==> config.mk <==
export PLATFORM = sky130hd
export DESIGN_NAME = ddr_axi_pattern_sequencer_flat
export DESIGN_NICKNAME = d
export VERILOG_FILES = /design/src/rtl/ddr_axi_pattern_sequencer_if.sv /design/src/rtl/ddr_axi_pattern_sequencer.sv /design/src/flat_wrapper.sv
export SDC_FILE = /design/constraint.sdc
export NUM_CORES = 1
export LEC_CHECK = 0
export CORE_AREA = 3 3 532 534
export CTS_CLUSTER_DIAMETER = 40
export CTS_CLUSTER_SIZE = 10
export DETAILED_ROUTE_END_ITERATION = 10
export DIE_AREA = 0 0 535 537
export PLACE_DENSITY = 0.32
export SLEW_MARGIN = 20
export SYNTH_ARGS = -nofsm -noshare
export SYNTH_HDL_FRONTEND = slang
export SYNTH_SLANG_ARGS = --single-unit
==> constraint.sdc <==
create_clock -name sys_clk -period 9.6 [get_ports sys_clk]
set_clock_uncertainty 0.15 [all_clocks]
set_input_delay 0.96 -clock sys_clk [delete_from_list [all_inputs] [get_ports sys_clk]]
set_output_delay 0.96 -clock sys_clk [all_outputs]
set_load 0.02 [all_outputs]
==> src/rtl/ddr_axi_pattern_sequencer_if.sv <==
// AXI4 master port bundle between the pattern sequencer and the MIG DDR3 slave.
interface ddr_axi_pattern_sequencer_if #(
    parameter int ID_W   = 4,
    parameter int DATA_W = 512
);
    // write address channel
    logic [ID_W-1:0]     awid;
    logic [31:0]         awaddr;
    logic [7:0]          awlen;
    logic [2:0]          awsize;
    logic [1:0]          awburst;
    logic [3:0]          awcache;
    logic [2:0]          awprot;
    logic                awvalid;
    logic                awready;
    // write data channel
    logic [DATA_W-1:0]   wdata;
    logic [DATA_W/8-1:0] wstrb;
    logic                wlast;
    logic                wvalid;
    logic                wready;
    // write response channel
    logic [1:0]          bresp;
    logic                bvalid;
    logic                bready;
    // read address channel
    logic [ID_W-1:0]     arid;
    logic [31:0]         araddr;
    logic [7:0]          arlen;
    logic [2:0]          arsize;
    logic [1:0]          arburst;
    logic [3:0]          arcache;
    logic [2:0]          arprot;
    logic                arvalid;
    logic                arready;
    // read data channel
    logic [DATA_W-1:0]   rdata;
    logic [1:0]          rresp;
    logic                rlast;
    logic                rvalid;
    logic                rready;

    modport master (
        output awid, awaddr, awlen, awsize, awburst, awcache, awprot, awvalid,
        input  awready,
        output wdata, wstrb, wlast, wvalid,
        input  wready,
        input  bresp, bvalid,
        output bready,
        output arid, araddr, arlen, arsize, arburst, arcache, arprot, arvalid,
        input  arready,
        input  rdata, rresp, rlast, rvalid,
        output rready
    );

    modport slave (
        input  awid, awaddr, awlen, awsize, awburst, awcache, awprot, awvalid,
        output awready,
        input  wdata, wstrb, wlast, wvalid,
        output wready,
        output bresp, bvalid,
        input  bready,
        input  arid, araddr, arlen, arsize, arburst, arcache, arprot, arvalid,
        output arready,
        output rdata, rresp, rlast, rvalid,
        input  rready
    );
endinterface

==> src/rtl/ddr_axi_pattern_sequencer.sv <==
// Write-then-verify DDR pattern sequencer: fills a region with an address-derived
// pattern one burst at a time, reads it back and reports error count / first bad address.
module ddr_axi_pattern_sequencer #(
    parameter int C_S_AXI_ID_WIDTH = 4,
    parameter int DATA_WIDTH       = 512,
    parameter int BURST_LEN        = 16
) (
    input  logic        sys_clk,
    input  logic        aresetn,
    input  logic        start,
    input  logic [31:0] base_addr,
    input  logic [15:0] num_bursts,
    input  logic [31:0] seed,
    output logic        busy,
    output logic        done,
    output logic        pass,
    output logic [15:0] err_count,
    output logic [31:0] first_err_addr,
    ddr_axi_pattern_sequencer_if.master m_axi
);
    localparam int          BEAT_BYTES = DATA_WIDTH / 8;
    localparam int          BEAT_LG    = $clog2(BEAT_BYTES);
    localparam int          WORDS      = DATA_WIDTH / 32;
    localparam int          SPAN_LG    = $clog2(BURST_LEN * BEAT_BYTES);
    localparam logic [31:0] SPAN       = 32'(BURST_LEN * BEAT_BYTES);
    localparam logic [31:0] BASE_MASK  = ~((32'd1 << SPAN_LG) - 32'd1);
    localparam logic [8:0]  LAST_BEAT  = 9'(BURST_LEN - 1);

    typedef enum logic [2:0] {
        S_IDLE, S_WR_ADDR, S_WR_DATA, S_WR_RESP, S_RD_ADDR, S_RD_DATA, S_DONE
    } state_t;

    state_t      state_q, state_d;
    logic [31:0] base_q, base_d;
    logic [31:0] seed_q, seed_d;
    logic [15:0] num_q, num_d;
    logic [15:0] burst_cnt_q, burst_cnt_d;
    logic [31:0] burst_addr_q, burst_addr_d;
    logic [8:0]  beat_q, beat_d;
    logic [15:0] err_q, err_d;
    logic [31:0] first_q, first_d;
    logic        busy_q, busy_d;
    logic        done_q, done_d;
    logic        pass_q, pass_d;
    logic        pend_q, pend_d;

    logic                  accept;
    logic                  last_beat;
    logic                  more_bursts;
    logic [16:0]           next_cnt;
    logic [31:0]           beat_addr;
    logic [DATA_WIDTH-1:0] exp_data;
    logic                  w_hs, b_hs, r_hs;
    logic                  b_err, r_err;
    logic [15:0]           start_num;

    // A start seen in DONE is held in pend_q and taken on the following IDLE cycle.
    assign accept      = (state_q == S_IDLE) && (start || pend_q);
    assign start_num   = start ? num_bursts : num_q;
    assign last_beat   = (beat_q == LAST_BEAT);
    assign next_cnt    = {1'b0, burst_cnt_q} + 17'd1;
    assign more_bursts = (next_cnt < {1'b0, num_q});
    assign beat_addr   = burst_addr_q + (32'(beat_q) << BEAT_LG);
    assign w_hs        = (state_q == S_WR_DATA) && m_axi.wready;
    assign b_hs        = (state_q == S_WR_RESP) && m_axi.bvalid;
    assign r_hs        = (state_q == S_RD_DATA) && m_axi.rvalid;
    assign b_err       = b_hs && (m_axi.bresp != 2'b00);
    assign r_err       = r_hs && ((m_axi.rdata != exp_data) || (m_axi.rresp != 2'b00) ||
                                  (m_axi.rlast != last_beat));

    // Expected beat contents: word i = seed + beat address + 4*i; feeds both W and R compare.
    always_comb begin
        exp_data = '0;
        for (int i = 0; i < WORDS; i++)
            exp_data[i*32 +: 32] = seed_q + beat_addr + 32'(4 * i);
    end

    // State register.
    always_ff @(posedge sys_clk or negedge aresetn) begin
        if (!aresetn) state_q <= S_IDLE;
        else          state_q <= state_d;
    end

    // Next-state: one burst in flight, all writes finish before any read.
    always_comb begin
        state_d = state_q;
        case (state_q)
            S_IDLE:    if (accept) state_d = (start_num == 16'd0) ? S_DONE : S_WR_ADDR;
            S_WR_ADDR: if (m_axi.awready) state_d = S_WR_DATA;
            S_WR_DATA: if (w_hs && last_beat) state_d = S_WR_RESP;
            S_WR_RESP: if (b_hs) state_d = more_bursts ? S_WR_ADDR : S_RD_ADDR;
            S_RD_ADDR: if (m_axi.arready) state_d = S_RD_DATA;
            S_RD_DATA: if (r_hs && last_beat) state_d = more_bursts ? S_RD_ADDR : S_DONE;
            S_DONE:    state_d = S_IDLE;
            default:   state_d = S_IDLE;
        endcase
    end

    // AXI outputs decoded from state; payload comes from registers so it is stable while stalled.
    always_comb begin
        m_axi.awid    = {C_S_AXI_ID_WIDTH{1'b0}};
        m_axi.awaddr  = burst_addr_q;
        m_axi.awlen   = 8'(BURST_LEN - 1);
        m_axi.awsize  = 3'b110;
        m_axi.awburst = 2'b01;
        m_axi.awcache = 4'b0011;
        m_axi.awprot  = 3'b000;
        m_axi.awvalid = (state_q == S_WR_ADDR);
        m_axi.wdata   = exp_data;
        m_axi.wstrb   = '1;
        m_axi.wlast   = last_beat;
        m_axi.wvalid  = (state_q == S_WR_DATA);
        m_axi.bready  = (state_q == S_WR_RESP);
        m_axi.arid    = {C_S_AXI_ID_WIDTH{1'b0}};
        m_axi.araddr  = burst_addr_q;
        m_axi.arlen   = 8'(BURST_LEN - 1);
        m_axi.arsize  = 3'b110;
        m_axi.arburst = 2'b01;
        m_axi.arcache = 4'b0011;
        m_axi.arprot  = 3'b000;
        m_axi.arvalid = (state_q == S_RD_ADDR);
        m_axi.rready  = (state_q == S_RD_DATA);
    end

    // Run bookkeeping: latched config, burst/beat position, error accounting, status.
    always_comb begin
        base_d       = base_q;
        seed_d       = seed_q;
        num_d        = num_q;
        burst_cnt_d  = burst_cnt_q;
        burst_addr_d = burst_addr_q;
        beat_d       = beat_q;
        err_d        = err_q;
        first_d      = first_q;
        done_d       = done_q;
        pass_d       = pass_q;
        pend_d       = pend_q;

        if (start && (state_q == S_IDLE || state_q == S_DONE)) begin
            base_d = base_addr & BASE_MASK;
            seed_d = seed;
            num_d  = num_bursts;
        end

        case (state_q)
            S_IDLE: if (accept) begin
                burst_addr_d = start ? (base_addr & BASE_MASK) : base_q;
                burst_cnt_d  = 16'd0;
                beat_d       = 9'd0;
                err_d        = 16'd0;
                first_d      = 32'd0;
                done_d       = 1'b0;
                pass_d       = 1'b0;
                pend_d       = 1'b0;
            end
            S_WR_DATA: if (w_hs) beat_d = last_beat ? 9'd0 : beat_q + 9'd1;
            // After the last write response, rewind to the region start for the verify pass.
            S_WR_RESP: if (b_hs) begin
                burst_cnt_d  = more_bursts ? next_cnt[15:0] : 16'd0;
                burst_addr_d = more_bursts ? burst_addr_q + SPAN : base_q;
            end
            S_RD_DATA: if (r_hs) begin
                beat_d = last_beat ? 9'd0 : beat_q + 9'd1;
                if (last_beat) begin
                    burst_cnt_d  = next_cnt[15:0];
                    burst_addr_d = burst_addr_q + SPAN;
                end
            end
            S_DONE: begin
                done_d = 1'b1;
                pass_d = (err_q == 16'd0);
                if (start) pend_d = 1'b1;
            end
            default: ;
        endcase

        // At most one error event per cycle; the count saturates and the first address sticks.
        if ((b_err || r_err) && err_q != 16'hFFFF) begin
            err_d = err_q + 16'd1;
            if (err_q == 16'd0) first_d = b_err ? burst_addr_q : beat_addr;
        end
    end

    // busy tracks the state the FSM is about to enter.
    always_comb begin
        busy_d = !(state_d == S_IDLE || state_d == S_DONE);
    end

    // Datapath registers.
    always_ff @(posedge sys_clk or negedge aresetn) begin
        if (!aresetn) begin
            base_q       <= '0;
            seed_q       <= '0;
            num_q        <= '0;
            burst_cnt_q  <= '0;
            burst_addr_q <= '0;
            beat_q       <= '0;
            err_q        <= '0;
            first_q      <= '0;
            busy_q       <= 1'b0;
            done_q       <= 1'b0;
            pass_q       <= 1'b0;
            pend_q       <= 1'b0;
        end else begin
            base_q       <= base_d;
            seed_q       <= seed_d;
            num_q        <= num_d;
            burst_cnt_q  <= burst_cnt_d;
            burst_addr_q <= burst_addr_d;
            beat_q       <= beat_d;
            err_q        <= err_d;
            first_q      <= first_d;
            busy_q       <= busy_d;
            done_q       <= done_d;
            pass_q       <= pass_d;
            pend_q       <= pend_d;
        end
    end

    assign busy           = busy_q;
    assign done           = done_q;
    assign pass           = pass_q;
    assign err_count      = err_q;
    assign first_err_addr = first_q;
endmodule

==> src/flat_wrapper.sv <==
// flat-port wrapper written by rule: the top's interface ports become plain ports
module ddr_axi_pattern_sequencer_flat 
#(
    parameter int C_S_AXI_ID_WIDTH = 4,
    parameter int DATA_WIDTH       = 512,
    parameter int BURST_LEN        = 16
)
  (sys_clk, aresetn, start, base_addr, num_bursts, seed, busy, done, pass, err_count, first_err_addr, m_axi_awid, m_axi_awaddr, m_axi_awlen, m_axi_awsize, m_axi_awburst, m_axi_awcache, m_axi_awprot, m_axi_awvalid, m_axi_awready, m_axi_wdata, m_axi_wstrb, m_axi_wlast, m_axi_wvalid, m_axi_wready, m_axi_bresp, m_axi_bvalid, m_axi_bready, m_axi_arid, m_axi_araddr, m_axi_arlen, m_axi_arsize, m_axi_arburst, m_axi_arcache, m_axi_arprot, m_axi_arvalid, m_axi_arready, m_axi_rdata, m_axi_rresp, m_axi_rlast, m_axi_rvalid, m_axi_rready);
  ddr_axi_pattern_sequencer_if #(.ID_W(4), .DATA_W(512)) m_axi_i ();
  input  logic sys_clk;
  input  logic aresetn;
  input  logic start;
  input  logic [31:0] base_addr;
  input  logic [15:0] num_bursts;
  input  logic [31:0] seed;
  output logic busy;
  output logic done;
  output logic pass;
  output logic [15:0] err_count;
  output logic [31:0] first_err_addr;
  output wire logic [$bits(m_axi_i.awid)-1:0] m_axi_awid;
  output wire logic [$bits(m_axi_i.awaddr)-1:0] m_axi_awaddr;
  output wire logic [$bits(m_axi_i.awlen)-1:0] m_axi_awlen;
  output wire logic [$bits(m_axi_i.awsize)-1:0] m_axi_awsize;
  output wire logic [$bits(m_axi_i.awburst)-1:0] m_axi_awburst;
  output wire logic [$bits(m_axi_i.awcache)-1:0] m_axi_awcache;
  output wire logic [$bits(m_axi_i.awprot)-1:0] m_axi_awprot;
  output wire logic [$bits(m_axi_i.awvalid)-1:0] m_axi_awvalid;
  input wire logic [$bits(m_axi_i.awready)-1:0] m_axi_awready;
  output wire logic [$bits(m_axi_i.wdata)-1:0] m_axi_wdata;
  output wire logic [$bits(m_axi_i.wstrb)-1:0] m_axi_wstrb;
  output wire logic [$bits(m_axi_i.wlast)-1:0] m_axi_wlast;
  output wire logic [$bits(m_axi_i.wvalid)-1:0] m_axi_wvalid;
  input wire logic [$bits(m_axi_i.wready)-1:0] m_axi_wready;
  input wire logic [$bits(m_axi_i.bresp)-1:0] m_axi_bresp;
  input wire logic [$bits(m_axi_i.bvalid)-1:0] m_axi_bvalid;
  output wire logic [$bits(m_axi_i.bready)-1:0] m_axi_bready;
  output wire logic [$bits(m_axi_i.arid)-1:0] m_axi_arid;
  output wire logic [$bits(m_axi_i.araddr)-1:0] m_axi_araddr;
  output wire logic [$bits(m_axi_i.arlen)-1:0] m_axi_arlen;
  output wire logic [$bits(m_axi_i.arsize)-1:0] m_axi_arsize;
  output wire logic [$bits(m_axi_i.arburst)-1:0] m_axi_arburst;
  output wire logic [$bits(m_axi_i.arcache)-1:0] m_axi_arcache;
  output wire logic [$bits(m_axi_i.arprot)-1:0] m_axi_arprot;
  output wire logic [$bits(m_axi_i.arvalid)-1:0] m_axi_arvalid;
  input wire logic [$bits(m_axi_i.arready)-1:0] m_axi_arready;
  input wire logic [$bits(m_axi_i.rdata)-1:0] m_axi_rdata;
  input wire logic [$bits(m_axi_i.rresp)-1:0] m_axi_rresp;
  input wire logic [$bits(m_axi_i.rlast)-1:0] m_axi_rlast;
  input wire logic [$bits(m_axi_i.rvalid)-1:0] m_axi_rvalid;
  output wire logic [$bits(m_axi_i.rready)-1:0] m_axi_rready;
  assign m_axi_awid = m_axi_i.awid;
  assign m_axi_awaddr = m_axi_i.awaddr;
  assign m_axi_awlen = m_axi_i.awlen;
  assign m_axi_awsize = m_axi_i.awsize;
  assign m_axi_awburst = m_axi_i.awburst;
  assign m_axi_awcache = m_axi_i.awcache;
  assign m_axi_awprot = m_axi_i.awprot;
  assign m_axi_awvalid = m_axi_i.awvalid;
  assign m_axi_i.awready = m_axi_awready;
  assign m_axi_wdata = m_axi_i.wdata;
  assign m_axi_wstrb = m_axi_i.wstrb;
  assign m_axi_wlast = m_axi_i.wlast;
  assign m_axi_wvalid = m_axi_i.wvalid;
  assign m_axi_i.wready = m_axi_wready;
  assign m_axi_i.bresp = m_axi_bresp;
  assign m_axi_i.bvalid = m_axi_bvalid;
  assign m_axi_bready = m_axi_i.bready;
  assign m_axi_arid = m_axi_i.arid;
  assign m_axi_araddr = m_axi_i.araddr;
  assign m_axi_arlen = m_axi_i.arlen;
  assign m_axi_arsize = m_axi_i.arsize;
  assign m_axi_arburst = m_axi_i.arburst;
  assign m_axi_arcache = m_axi_i.arcache;
  assign m_axi_arprot = m_axi_i.arprot;
  assign m_axi_arvalid = m_axi_i.arvalid;
  assign m_axi_i.arready = m_axi_arready;
  assign m_axi_i.rdata = m_axi_rdata;
  assign m_axi_i.rresp = m_axi_rresp;
  assign m_axi_i.rlast = m_axi_rlast;
  assign m_axi_i.rvalid = m_axi_rvalid;
  assign m_axi_rready = m_axi_i.rready;
  ddr_axi_pattern_sequencer #(.C_S_AXI_ID_WIDTH(C_S_AXI_ID_WIDTH), .DATA_WIDTH(DATA_WIDTH), .BURST_LEN(BURST_LEN)) u_core (.sys_clk(sys_clk), .aresetn(aresetn), .start(start), .base_addr(base_addr), .num_bursts(num_bursts), .seed(seed), .busy(busy), .done(done), .pass(pass), .err_count(err_count), .first_err_addr(first_err_addr), .m_axi(m_axi_i));
endmodule
# After elaboration in Yosys (flattened, before gate mapping)

Index checks and enable logic that the tools add are counted.
W data, S select, Z words.

Register bits after elaboration: 182
Output and inout bits: 745
Logic and storage cells: 126
Bits of input ports: 605

Reductions and logical operators: 33
Magnitude comparators: 1
Multiplexer cells: 41
Eq/ne operators: 17
$add $sub $neg: 21

Operators by type and width:

| operator                 | count |
|---|---|
| $ne A512 B512 Y1         | 1 |
| $mux W32                 | 11 |
| $add A32 B6 Y32 const B  | 8 |
| $add A32 B5 Y32 const B  | 4 |
| $mux W16                 | 8 |
| $pmux W32 S3             | 1 |
| $add A32 B4 Y32 const B  | 2 |
| $pmux W16 S3             | 1 |
| $mux W9                  | 4 |
| $add A32 B11 Y32 const B | 1 |
| $add A32 B15 Y32         | 1 |
| $add A32 B3 Y32 const B  | 1 |
| $add A32 B32 Y32         | 1 |
| $logic_not A16 Y1        | 2 |
| $pmux W9 S3              | 1 |
| $mux W3                  | 8 |
| $pmux W3 S6              | 1 |
| $add A16 B1 Y17 const B  | 1 |
| $lt A17 B16 Y1           | 1 |
| $add A16 B1 Y16 const B  | 1 |
| $ne A16 B16 Y1 const B   | 1 |
| $eq A3 B3 Y1 const B     | 4 |
| $logic_and A1 B1 Y1      | 10 |
| $ne A2 B1 Y1 const B     | 5 |
| other kinds (18)         | 34 |

# Longest topological paths before layout

Depth after elaboration: 11
Mapped depth: 32

# Worst setup path before layout

OpenSTA, ideal clock, no wires.

Kind: flip-flop to flip-flop
Start: reg u_core.beat_q[0]
End: reg u_core.err_q[0] (netlist: u_core.err_count[0])
Setup slack: 1604 ps
Stages on the path, launching flop included: 27
Arrival time: 7765 ps
Buffers on the path: 10
Cell sequence: dfrtp_1 ha_1 clkbuf_1 clkbuf_1 clkbuf_1 clkbuf_1 buf_1 clkbuf_1 ha_1 clkbuf_1 a21oi_1 or4_1 clkbuf_1 nor4_1 nand4_1 xnor2_1 xor2_1 or4_1 or4b_1 or4_1 nor4_1 nand4_1 nor4_4 or2_1 buf_4 buf_6 mux2i_1

Longest elaborated chain between the ends: 11
Elaborated cells on any way between the ends: 29

RTL lines:

| element                             | RTL line                         | source |
|---|---|---|
| start: declaration                  | ddr_axi_pattern_sequencer.sv:39  | `logic [8:0] beat_q, beat_d;` |
| start signal: assignment            | ddr_axi_pattern_sequencer.sv:210 | `beat_q <= beat_d;` |
| $add A32 B15 Y32 *                  | ddr_axi_pattern_sequencer.sv:63  | `assign beat_addr = burst_addr_q + (32'(beat_q) << BEAT_LG);` |
| $add A32 B32 Y32 *                  | ddr_axi_pattern_sequencer.sv:75  | `exp_data[i*32 +: 32] = seed_q + beat_addr + 32'(4 * i);` |
| via m_axi_wdata[6]                  | flat_wrapper.sv:30               | `output wire logic [$bits(m_axi_i.wdata)-1:0] m_axi_wdata;` |
| $add A32 B6 Y32 *                   | ddr_axi_pattern_sequencer.sv:75  |  |
| via m_axi_wdata[433]                | flat_wrapper.sv:30               |  |
| $ne A512 B512 Y1 *                  | ddr_axi_pattern_sequencer.sv:68  | `assign r_err = r_hs && ((m_axi.rdata != exp_data) \|\| (m_axi.rresp != 2'b00) \|\|` |
| $logic_or A1 B1 Y1 * (2 in a row)   | ddr_axi_pattern_sequencer.sv:68  |  |
| $logic_and A1 B1 Y1 *               | ddr_axi_pattern_sequencer.sv:68  |  |
| $logic_or A1 B1 Y1 *                | ddr_axi_pattern_sequencer.sv:178 | `if ((b_err \|\| r_err) && err_q != 16'hFFFF) begin` |
| $logic_and A1 B1 Y1 *               | ddr_axi_pattern_sequencer.sv:178 |  |
| $reduce_bool A2 Y1 (no source line) | -                                |  |
| $reduce_and A2 Y1 (no source line)  | -                                |  |
| end signal: assignment              | ddr_axi_pattern_sequencer.sv:211 | `err_q <= err_d;` |
| end: declaration                    | ddr_axi_pattern_sequencer.sv:40  | `logic [15:0] err_q, err_d;` |

The timed path passes the listed nets; every way through them passes the cells marked *.
A chain may end at the register's enable or synchronous reset.

# Worst setup path after layout

Start: reg u_core.beat_q[5]
End: reg u_core.err_q[4] (netlist: u_core.err_count[4])

Longest elaborated chain between the ends: 11
Elaborated cells on any way between the ends: 29

RTL lines:

| element                                       | RTL line |
|---|---|
| $add A32 B15 Y32                              | ddr_axi_pattern_sequencer.sv:63 |
| $add A32 B32 Y32                              | ddr_axi_pattern_sequencer.sv:75 |
| $add A32 B3 Y32, or another cell as far along | ddr_axi_pattern_sequencer.sv:75 |
| $ne A512 B512 Y1                              | ddr_axi_pattern_sequencer.sv:68 |
| $logic_or A1 B1 Y1                            | ddr_axi_pattern_sequencer.sv:68 |
| $logic_or A1 B1 Y1 *                          | ddr_axi_pattern_sequencer.sv:68 |
| $logic_and A1 B1 Y1 *                         | ddr_axi_pattern_sequencer.sv:68 |
| $logic_or A1 B1 Y1 *                          | ddr_axi_pattern_sequencer.sv:178 |
| $logic_and A1 B1 Y1 *                         | ddr_axi_pattern_sequencer.sv:178 |
| $reduce_bool A2 Y1 (no source line)           | - |
| $reduce_and A2 Y1 (no source line)            | - |

Every way passes the cells marked *; elsewhere a longest branch is shown, timed or not.

==> impl_metrics.yaml <==
clock_tree:
  cts_root_buffer: "clkbuf_16"
  clock_sinks: 172
  clockBufferDepth: 2
  clk_pin_slew_ps: 80
  cts_max_level: 4
  cts-buffers-inserted: 17
  clk-insertion-delay-late_ps: 470
  cts_tree: "done"
drt:
  vias_per_cell: 4.50
  drt_iter0_markers: 4041
  avgRoutedWirePerCell_um: 40.0
  drcViolationCount: 0
  vias: 43100
  ant_nets: 0
  drtPass1Iterations: 6
  routed_wl_mm: 383
setup_path:
  path_delay_family: "simple AND/OR/NAND/NOR gates"
  path_cells: "ha_1 -> a21oi_1 -> o2111ai_1 -> and2_2 -> nand3_1 -> xnor2_1 -> ha_1 -> a21oi_1 -> o21ai_0 -> a21o_1 -> o21ai_1 -> nand2_1 -> nor4_2 -> xnor2_1 -> xnor2_1 -> o2111ai_1 -> a211o_1 -> or4_1 -> or4_1 -> nor4_4 -> buf_12 -> or2_1 -> buf_12 -> mux2i_1"
  crit_fanout: 16
  critPathRequiredTime_ps: 9830
  path_buf_inv: 2
  worst_setup_path_start_kind: "flop"
  endpoint_kind: "flop"
  critPathSlowestCell: "xnor2_1"
  crit_top_cell: "xnor2_1"
  arrival_ps: 9630
  slowest_delay_ps: 780
  crit_type: "flop to flop"
finish:
  register_area_sq_um: 4310
  fillCellCount: 31400
  drive_gt1_frac: 0.143
  areaGrowthSynthToFinish_pct: 63.7
  fin_nets: 6433
  multi_input_area_sq_um: 25200
  stdcell_count: 9569
floorplanning:
  rows: 194
  initial_core_util: 0.115
  core-area_sq_um: 279000
  die_y_um: 537
  io_pins: 1350
  die_w_um: 535
  dieArea_sq_um: 287000
sta:
  min_period_ps: 9390
  min_period_over_period: 0.979
  rsz0062_at_grt: "false"
  final_max_slew_viol_count: 0
  worst_slew_pin_slew_ps: 1270
  final-setup-viol-count: 0
  fmax_ghz: 0.106
  fin_tns_setup_ps: 0
  hold_violations: 0
  fin_ws_ps: 206
  slew_headroom: 0.146
place:
  post-place-ws_ps: 34.4
  gp_congestion: 1.00
  place_inst: 9467
  place_hpwl_mm: 336
  port_buffers: 1207
grt:
  grt_usage: 0.254
  grt_start_max_net_pins: 72
  antenna_found_initial: 174
  grt_pass1_wl_mm: 476
  grt_pass1_vias: 41500
  grt_overflow: 0
synth:
  avgSynthCellArea_sq_um: 7.19
  ys_async_sr_fraction: 1.00
  ys_ff_latch: 172
  synth.distinct_cells: 95
  seq_area_frac_synth: 0.134
  yosys_warnings: 0
  yosys_most_used_dff: "dfrtp_1"
  syn_area_sq_um: 32100
  syn_inst: 4464
  synth_edf_count: 0
job:
  drv_cap: 0
hold_path:
  hp-class: "input pin to asynchronous set/reset pin"
status:
  status: "completed"
[stage by stage]
stage	instance area, sq um	hold WS (ps)	utilization
final	52600	354	0.188
after global routing	52500	384	0.188
after CTS	52300	368	0.187
after detailed placement	51600	355	0.185
after global placement	51600	346	0.185
after floorplan	32600	326	-
[timing repair]
action                                  in CTS  in global routing
buffers inserted                             0                  1
hold buffers                                 0                  0
gates resized for setup                      3                 26
endpoints found under the setup margin       2                 48
pin swaps                                    1                  2
[kinds of logic (layout without fill, tap and decap cells)]
kind of cell	after synthesis	count (layout)	share of synthesized area
flip-flops	172	172	0.134
other	2	201	0.000234
AO/OA/AOI/OAI	972	972	0.211
AND/OR/NAND/NOR	1675	1675	0.265
multiplexers	143	143	0.0468
buffers and inverters	712	1894	0.111
adder cells (fa/ha/maj)	65	65	0.0253
XOR/XNOR	723	723	0.207
[Yosys cell counts (26+ instances only)]
master	number	area (sq um)
buf_4	223	1670
o221ai_1	31	272
o21a_1	26	195
clkbuf_1	203	762
buf_2	32	160
or3_1	55	344
or4_1	30	225
o21ai_0	199	996
nand2_1	401	1510
ha_1	65	813
o22ai_1	52	325
nand2b_1	50	313
inv_1	179	672
a21oi_1	164	821
mux2_2	57	642
mux2i_1	85	851
buf_1	52	195
xor2_1	107	937
a21o_1	30	225
nand4_1	114	713
nor2_1	330	1240
nor4_1	118	738
dfrtp_1	172	4300
a211oi_1	65	488
and3_1	74	463
nor3_1	175	876
nand3_1	186	931
xnor2_1	594	5200
o211ai_1	37	278
[path summary, 6_finish.rpt]
kind	slack [ps]	start	cells after the start	end
max	210	u_core.beat_q[5]	24	u_core.err_count[4]
min	350	aresetn	1	u_core.err_count[1]
max reg2reg	210	u_core.beat_q[5]	24	u_core.err_count[4]
min reg2reg	370	u_core.base_q[11]	1	u_core.base_q[11]
max in group asynchronous	7510	aresetn	2	u_core.seed_q[4]
min in group sys_clk	370	u_core.base_q[11]	1	u_core.base_q[11]
[layout make-up]
cell class / count / area share
timing repair buffer: 1662 / 0.321
multi-input combinational: 3710 / 0.479
inverter: 200 / 0.0144
sequential: 172 / 0.0820
clock buffer: 17 / 0.00809
antenna: 69 / 0.00329
tap: 3724 / 0.0887
clock inverter: 15 / 0.00312
[layout by cell type, fill, tap and decap left out, types with 23 or more instances in the layout]
master / count
o21a_1: 26
xor2_1: 104
a211o_1: 23
o21ai_0: 197
nand2_1: 400
nor4_1: 108
mux2_2: 57
a31oi_1: 24
xnor2_1: 578
o221ai_1: 31
nor3_1: 164
inv_1: 178
dfrtp_1: 168
and3_1: 73
clkdlybuf4s50_1: 1055
or3_1: 55
ha_1: 60
o22ai_1: 52
nand3_1: 184
a21o_1: 30
o2111ai_1: 24
conb_1: 132
buf_12: 141
nand4_1: 114
diode_2: 69
nor2_1: 323
or4_1: 30
nand2b_1: 50
buf_4: 461
a21oi_1: 162
o211ai_1: 37
mux2i_1: 85
a211oi_1: 64
nor2b_1: 24
[flip-flops by register name, indices dropped and copies added (netlist names)]
name,flops
u_core.base_q,22
u_core.beat_q,9
u_core.burst_cnt_q,16
u_core.busy,1
u_core.done,1
u_core.err_count,16
u_core.first_err_addr,32
u_core.m_axi.araddr,22
u_core.num_q,16
u_core.pass,1
u_core.pend_q,1
u_core.seed_q,32
u_core.state_q,3
[routing by layer]
layer / vias up / global-route usage / wire length, um / part of all wire
met2: 2303 / 0.404 / 172000 / 0.45
met1: 21700 / 0.320 / 162000 / 0.42
met5: - / 0 / 443 / 0.0012
met3: 486 / 0.0652 / 29700 / 0.078
met4: 64 / 0.113 / 18500 / 0.048
li1: 18500 / - / - / -
Power is left out: the tool's default activity adds up to more than one toggle a clock period on the data nets, which glitch-free logic cannot reach.
